## src/rtl/tb4004_pkg.sv

```systemverilog
// Shared definitions for the 4004-style instruction fetch slice.
//   cycle_t       : machine sub-cycle encoding A1..X3 (0..7), as seen by the ROM
//   byte_state_t  : which instruction byte the current fetch is collecting
//   OPR_*         : upper-nibble opcodes that matter to the fetch unit
//   is_two_byte() : decides from the first byte whether a second byte follows
package tb4004_pkg;

  typedef enum logic [2:0] {
    A1 = 3'd0,
    A2 = 3'd1,
    A3 = 3'd2,
    M1 = 3'd3,
    M2 = 3'd4,
    X1 = 3'd5,
    X2 = 3'd6,
    X3 = 3'd7
  } cycle_t;

  typedef enum logic {
    BYTE_FIRST  = 1'b0,
    BYTE_SECOND = 1'b1
  } byte_state_t;

  localparam logic [3:0] OPR_JCN     = 4'h1;
  localparam logic [3:0] OPR_FIM_SRC = 4'h2;  // opa[0] selects FIM (0) or SRC (1)
  localparam logic [3:0] OPR_JUN     = 4'h4;
  localparam logic [3:0] OPR_JMS     = 4'h5;
  localparam logic [3:0] OPR_ISZ     = 4'h7;

  function automatic logic is_two_byte(input logic [3:0] opr, input logic [3:0] opa);
    case (opr)
      OPR_JCN, OPR_JUN, OPR_JMS, OPR_ISZ: return 1'b1;
      OPR_FIM_SRC:                        return ~opa[0];
      default:                            return 1'b0;
    endcase
  endfunction

endpackage

```

## src/rtl/cycle_timer.sv

```systemverilog
// Machine sub-cycle counter.
//   clk, rst_n : clock, asynchronous active-low reset
//   hold       : stall request, only honoured while the counter sits at X3
//   cycle      : current sub-cycle 0..7 (A1..X3), wraps X3 -> A1
module cycle_timer
  import tb4004_pkg::*;
(
  input  logic       clk,
  input  logic       rst_n,
  input  logic       hold,
  output logic [2:0] cycle
);

  always_ff @(posedge clk or negedge rst_n) begin
    if (!rst_n) begin
      cycle <= A1;
    end else if (!(cycle == X3 && hold)) begin
      // NOTE: sequential state always uses non-blocking assignment so every
      // register samples pre-edge values regardless of statement order.
      cycle <= cycle + 3'd1;
    end
  end

endmodule

```

## src/rtl/ifetch.sv

```systemverilog
// Instruction fetch unit: walks the eight sub-cycles, presents the PC to the
// ROM, captures one or two instruction bytes nibble by nibble and presents
// the decoded fields with a one-clock instr_valid pulse at A1.
//   clk, rst_n       : clock, asynchronous active-low reset
//   cycle, addr      : sub-cycle and fetch address driven to the ROM
//   nibble           : ROM data, meaningful only in M1/M2
//   hold             : stall at X3
//   pc_load(_addr)   : jump request/target, sampled at the closing X3
//   opr, opa         : first instruction byte, upper/lower nibble
//   operand          : second byte (0 for one-byte instructions)
//   two_byte         : presented instruction had a second byte
//   instr_valid      : one-clock pulse when the above are updated
module ifetch
  import tb4004_pkg::*;
(
  input  logic        clk,
  input  logic        rst_n,
  output logic [2:0]  cycle,
  output logic [11:0] addr,
  input  logic [3:0]  nibble,
  input  logic        hold,
  input  logic        pc_load,
  input  logic [11:0] pc_load_addr,
  output logic [3:0]  opr,
  output logic [3:0]  opa,
  output logic [7:0]  operand,
  output logic        two_byte,
  output logic        instr_valid
);

  cycle_t      phase;
  byte_state_t state, state_next;
  logic [11:0] pc, pc_next;
  logic        fetch_done;

  cycle_timer u_cycle_timer (
    .clk   (clk),
    .rst_n (rst_n),
    .hold  (hold),
    .cycle (cycle)
  );

  assign phase = cycle_t'(cycle);
  assign addr  = pc;

  // Decision taken at the closing X3 of each byte. A held X3 is not a
  // closing edge, so nothing moves while hold is asserted.
  always_comb begin
    // NOTE: every combinational output gets a default first so no path
    // leaves it unassigned, which would otherwise infer a latch.
    state_next = state;
    pc_next    = pc;
    fetch_done = 1'b0;
    if (phase == X3 && !hold) begin
      if (state == BYTE_FIRST && is_two_byte(opr, opa)) begin
        // First byte of a two-byte instruction: jumps wait for the full word.
        pc_next    = pc + 12'd1;
        state_next = BYTE_SECOND;
      end else begin
        pc_next    = pc_load ? pc_load_addr : pc + 12'd1;
        state_next = BYTE_FIRST;
        fetch_done = 1'b1;
      end
    end
  end

  always_ff @(posedge clk or negedge rst_n) begin
    if (!rst_n) begin
      state       <= BYTE_FIRST;
      pc          <= '0;
      opr         <= '0;
      opa         <= '0;
      operand     <= '0;
      two_byte    <= 1'b0;
      instr_valid <= 1'b0;
    end else begin
      state       <= state_next;
      pc          <= pc_next;
      instr_valid <= fetch_done;

      if (phase == M1) begin
        if (state == BYTE_FIRST) opr <= nibble;
        else                     operand[7:4] <= nibble;
      end
      if (phase == M2) begin
        if (state == BYTE_FIRST) opa <= nibble;
        else                     operand[3:0] <= nibble;
      end

      // A one-byte instruction finishes in FIRST and must not show a stale
      // operand left over from an earlier two-byte instruction.
      if (fetch_done) begin
        two_byte <= (state == BYTE_SECOND);
        if (state == BYTE_FIRST) operand <= '0;
      end
    end
  end

endmodule

```

## config.mk

```make
export PLATFORM = sky130hd
export DESIGN_NAME = ifetch
export DESIGN_NICKNAME = d
export VERILOG_FILES = /design/src/rtl/tb4004_pkg.sv /design/src/rtl/cycle_timer.sv /design/src/rtl/ifetch.sv
export SDC_FILE = /design/constraint.sdc
export NUM_CORES = 1
export LEC_CHECK = 0
export BUFFER_PORTS_ARGS = -buffer_cell sky130_fd_sc_hd__buf_4
export CELL_PAD_IN_SITES_DETAIL_PLACEMENT = 0
export CELL_PAD_IN_SITES_GLOBAL_PLACEMENT = 1
export CORE_MARGIN = 2
export CORE_UTILIZATION = 44
export CTS_BUF_LIST = sky130_fd_sc_hd__clkbuf_2
export DETAILED_ROUTE_END_ITERATION = 6
export GPL_TIMING_DRIVEN = 0
export PLACE_DENSITY = 0.9
export SLEW_MARGIN = 0
export SYNTH_ARGS = -nofsm -noshare
export SYNTH_HDL_FRONTEND = slang
export SYNTH_SLANG_ARGS = --single-unit
```

## constraint.sdc

```tcl
create_clock -name clk -period 3.4 [get_ports clk]
set_clock_uncertainty 0.1 [all_clocks]
set_input_delay 0.51 -clock clk [delete_from_list [all_inputs] [get_ports clk]]
set_output_delay 0.51 -clock clk [all_outputs]
set_load 0.02 [all_outputs]
```

==> results by group <==
Critical path
  – R2r startpoint: u_cycle_timer.cycle[0]$_DFFE_PN0N_
  – Crit path DAT: 2610 ps
  – Worst path top cell family by delay: buffers and inverters
  – Critical path class: register to register
  – Crit path buf inv count: 2
  – R2R Setup Slk: 990 ps
  – CP max-delay cell: buf_1
  – Critical path startpoint category: register
  – Crit path capture type: register
  – CP max FO: 10
  – Most used cell, CP: ha_1
  – Slowest stage delay, CP: 470 ps
  – Crit-path cells: ha_1 -> ha_1 -> nand2b_1 -> clkbuf_1 -> buf_1 -> nor3b_1 -> o2bb2ai_1 -> nand3_1
  – Reg2reg end: addr[2]$_DFFE_PN0N_
  – Worst setup path startpoint: u_cycle_timer.cycle[0]$_DFFE_PN0N_
  – Worst R2R Path Depth: 8
  – CP Data Required Time: 3600 ps

Synthesis
  – Syn. warnings: 0
  – Mapped Nets: 213
  – Synth async-reset ratio: 1.000
  – Sequential fraction of the synthesis area: 0.4404
  – Mapped Cells: 188
  – Most instantiated cells after synthesis: 34 x dfrtp_1, 25 x nand2_1, 16 x mux2_2
  – Post-synthesis area per instance: 10.28 sq um
  – Most frequent cell after synthesis: dfrtp_1
  – Synthesized area: 0.001932 sq mm
  – Synth top area share: 0.4404
  – Flops & latches, synth: 34
  – Area contributors post-synth: dfrtp_1 44%, mux2_2 9.3%, nand2_1 4.9%, ha_1 3.2%, nand2b_1 3.2%
  – Synth unique cells: 42
  – Number of synthesized flops with an enable pin: 0
  – Synth area leader: dfrtp_1
  – Top FF cell, synth: dfrtp_1

Placed design
  – Routability Congestion: 0.8040
  – Port bufs: 52
  – Hpwl dp: 3237 um

Floorplan
  – Io pins: 53
  – Starting Density: 0.4499
  – # rows: 24
  – Core box area: 0.004294 sq mm
  – Die ar.: 0.004936 sq mm
  – Die width: 70.26 um
  – Die Y: 70.26 um

Worst hold path
  – Min-Delay Path Class: input port to register
  – Hold path startpoint: pc_load_addr[2]
  – Hold Path End: addr[2]$_DFFE_PN0N_
  – Hold path depth: 3

Detailed routing
  – Vias per inst: 5.538
  – 1st-pass router iterations: 4
  – DRC violations left: 0
  – DR WL/cell: 14.76 um
  – Via count: 1667
  – Initial drt markers: 89
  – Total Wirelength: 4444 um
  – Remaining antenna violation count after routing: 0

Global routing
  – First-pass GRT wire length: 7445 um
  – Largest net degree at the start of global routing: 35
  – Antenna violations before repair: 0
  – Tot GR Track Use: 0.1896
  – GRT Residual Overflow: 0
  – Number of global-route vias before repair: 1602

Clock network
  – CTS max path bufs: 2
  – Clock Sinks: 34
  – Root Driver: clkbuf_2
  – Postcts setup bufs: 0
  – CTS tree: done
  – Clk Latency, worst-skew pair: 390 ps
  – H-tree levels: 2
  – CTS Buf Count: 5
  – Reg clk slew, reported paths: 190 ps

Pwr
  – Pwr dens: 865.1 mW/mm^2
  – Peak supply drop: 328.4 uV
  – Total Power: 2.107 mW
  – Pleak: 1.100 nW

STA
  – Fin. Hold Viols: 0
  – Relative slew slack: 0.6454
  – Minimum clock period: 2407 ps
  – Final worst-path cycle share: 0.7079
  – F_max: 415.5 MHz
  – Slew Viols, Final: 0
  – Slew @ Worst Pin: 531.9 ps
  – RSZ-0062 raised after global routing: no
  – Setup TNS: 0 ps
  – Setup violations, final: 0

Final layout
  – Area Growth Syn to Fin: 26.10%
  – Layout cells sized above 1: 0.3454
  – Nets: 273
  – Antenna cells: 0
  – # fillers: 409

Run
  – Max cap viols: 0

Outcome
  – Status: finished clean
==> tightest hold or removal path: cells and delay by family <==
kind	cells	cell delay, ps
simple gates	2	150
buf+inv	1	70
==> routing by layer <==
layer	global-route usage	up-vias	wire length (um)
met1	0.2470	793	2037
met4	0.05769	0	46
met5	0	-	0
met2	0.3071	48	2111
li1	-	819	-
met3	0.05195	7	250
==> cell type report <==
| cell class | count | area, sq um | share of cell area |
|---|---|---|---|
| repair buffers | 53 | 400.4 | 0.1644 |
| clock inverters | 2 | 8.758 | 0.003595 |
| clock buffers | 6 | 30.03 | 0.01233 |
| plain buffers | 12 | 67.56 | 0.02773 |
| flip-flops and latches | 34 | 850.8 | 0.3493 |
| inverters | 4 | 15.01 | 0.006163 |
| well taps | 52 | 65.06 | 0.02671 |
| multi-input cells | 138 | 998.5 | 0.4099 |
==> kinds of logic after synthesis <==
family | synth area share
and+or+nand+nor | 0.2027
AOI/OAI and AO/OA | 0.1762
DFF | 0.4404
muxes | 0.1010
buffers and inverters | 0.04275
adders and majority gates | 0.03238
xor gates and xnor gates | 0.004535
==> flip-flops by register name, indices dropped and copies added (netlist names) <==
register,flops
u_cycle_timer.cycle,3
state,1
opa,4
opr,4
addr,12
two_byte,1
operand,8
instr_valid,1
==> how the worst max path moves through the flow <==
stage / slack (ps) / cells past startpoint / to
after detailed placement: 1010 / 8 / addr[2]$_DFFE_PN0N_
after global placement: 1020 / 8 / addr[2]$_DFFE_PN0N_
after floorplan: 1170 / 5 / two_byte$_DFFE_PN0P_
after global routing: 800 / 8 / addr[2]$_DFFE_PN0N_
final: 990 / 8 / addr[2]$_DFFE_PN0N_
after CTS: 980 / 8 / addr[2]$_DFFE_PN0N_
==> timing repair <==
| item | in CTS | in global routing |
|---|---|---|
| hold buffers | 1 | 0 |
| hold endpoints to repair | 34 | 0 |
| gates resized for setup | 0 | 0 |
==> per-stage QoR <==
| step | setup slack (ps) | util | cells | area [sq um] | hold WS, ps |
|---|---|---|---|---|---|
| after floorplan | 1169 | - | 188 | 1932 | 114.4 |
| after global placement | 1016 | 0.5559 | 292 | 2387 | 384.8 |
| after detailed placement | 1012 | 0.5559 | 292 | 2387 | 388.0 |
| after CTS | 980.9 | 0.5673 | 301 | 2436 | 247.8 |
| after global routing | 804.0 | 0.5673 | 301 | 2436 | 245.6 |
| final | 993.0 | 0.5673 | 301 | 2436 | 264.9 |
==> power by group <==
group | switching [mW] | internal, mW | total (mW)
sequential | 0.160 | 0.567 | 0.727
clock | 0.139 | 0.0506 | 0.190
combinational | 0.628 | 0.563 | 1.19
==> layout by cell type (no fill, tap or decap), types with 2 or more instances in the layout <==
| cell | count |
|---|---|
| inv_1 | 4 |
| a311o_1 | 2 |
| nor2_1 | 6 |
| o21ai_0 | 10 |
| buf_4 | 52 |
| buf_1 | 2 |
| a31oi_1 | 2 |
| a311o_2 | 2 |
| a21oi_1 | 2 |
| ha_1 | 5 |
| o41ai_1 | 2 |
| and2_1 | 3 |
| or3_1 | 3 |
| nand2_1 | 25 |
| nand2b_1 | 10 |
| nor4_1 | 2 |
| dfrtp_1 | 34 |
| a22o_1 | 2 |
| and3_1 | 2 |
| and4_1 | 3 |
| nand4_1 | 6 |
| o211ai_1 | 2 |
| clkbuf_1 | 7 |
| a211oi_2 | 2 |
| mux2_2 | 16 |
| o21bai_1 | 2 |
| nand3_1 | 7 |
| a2111oi_0 | 3 |
| a41o_1 | 3 |
| nor2b_1 | 3 |
| a211o_1 | 2 |
| buf_6 | 3 |
| clkbuf_2 | 6 |
Power figures use the tool's default switching activity.
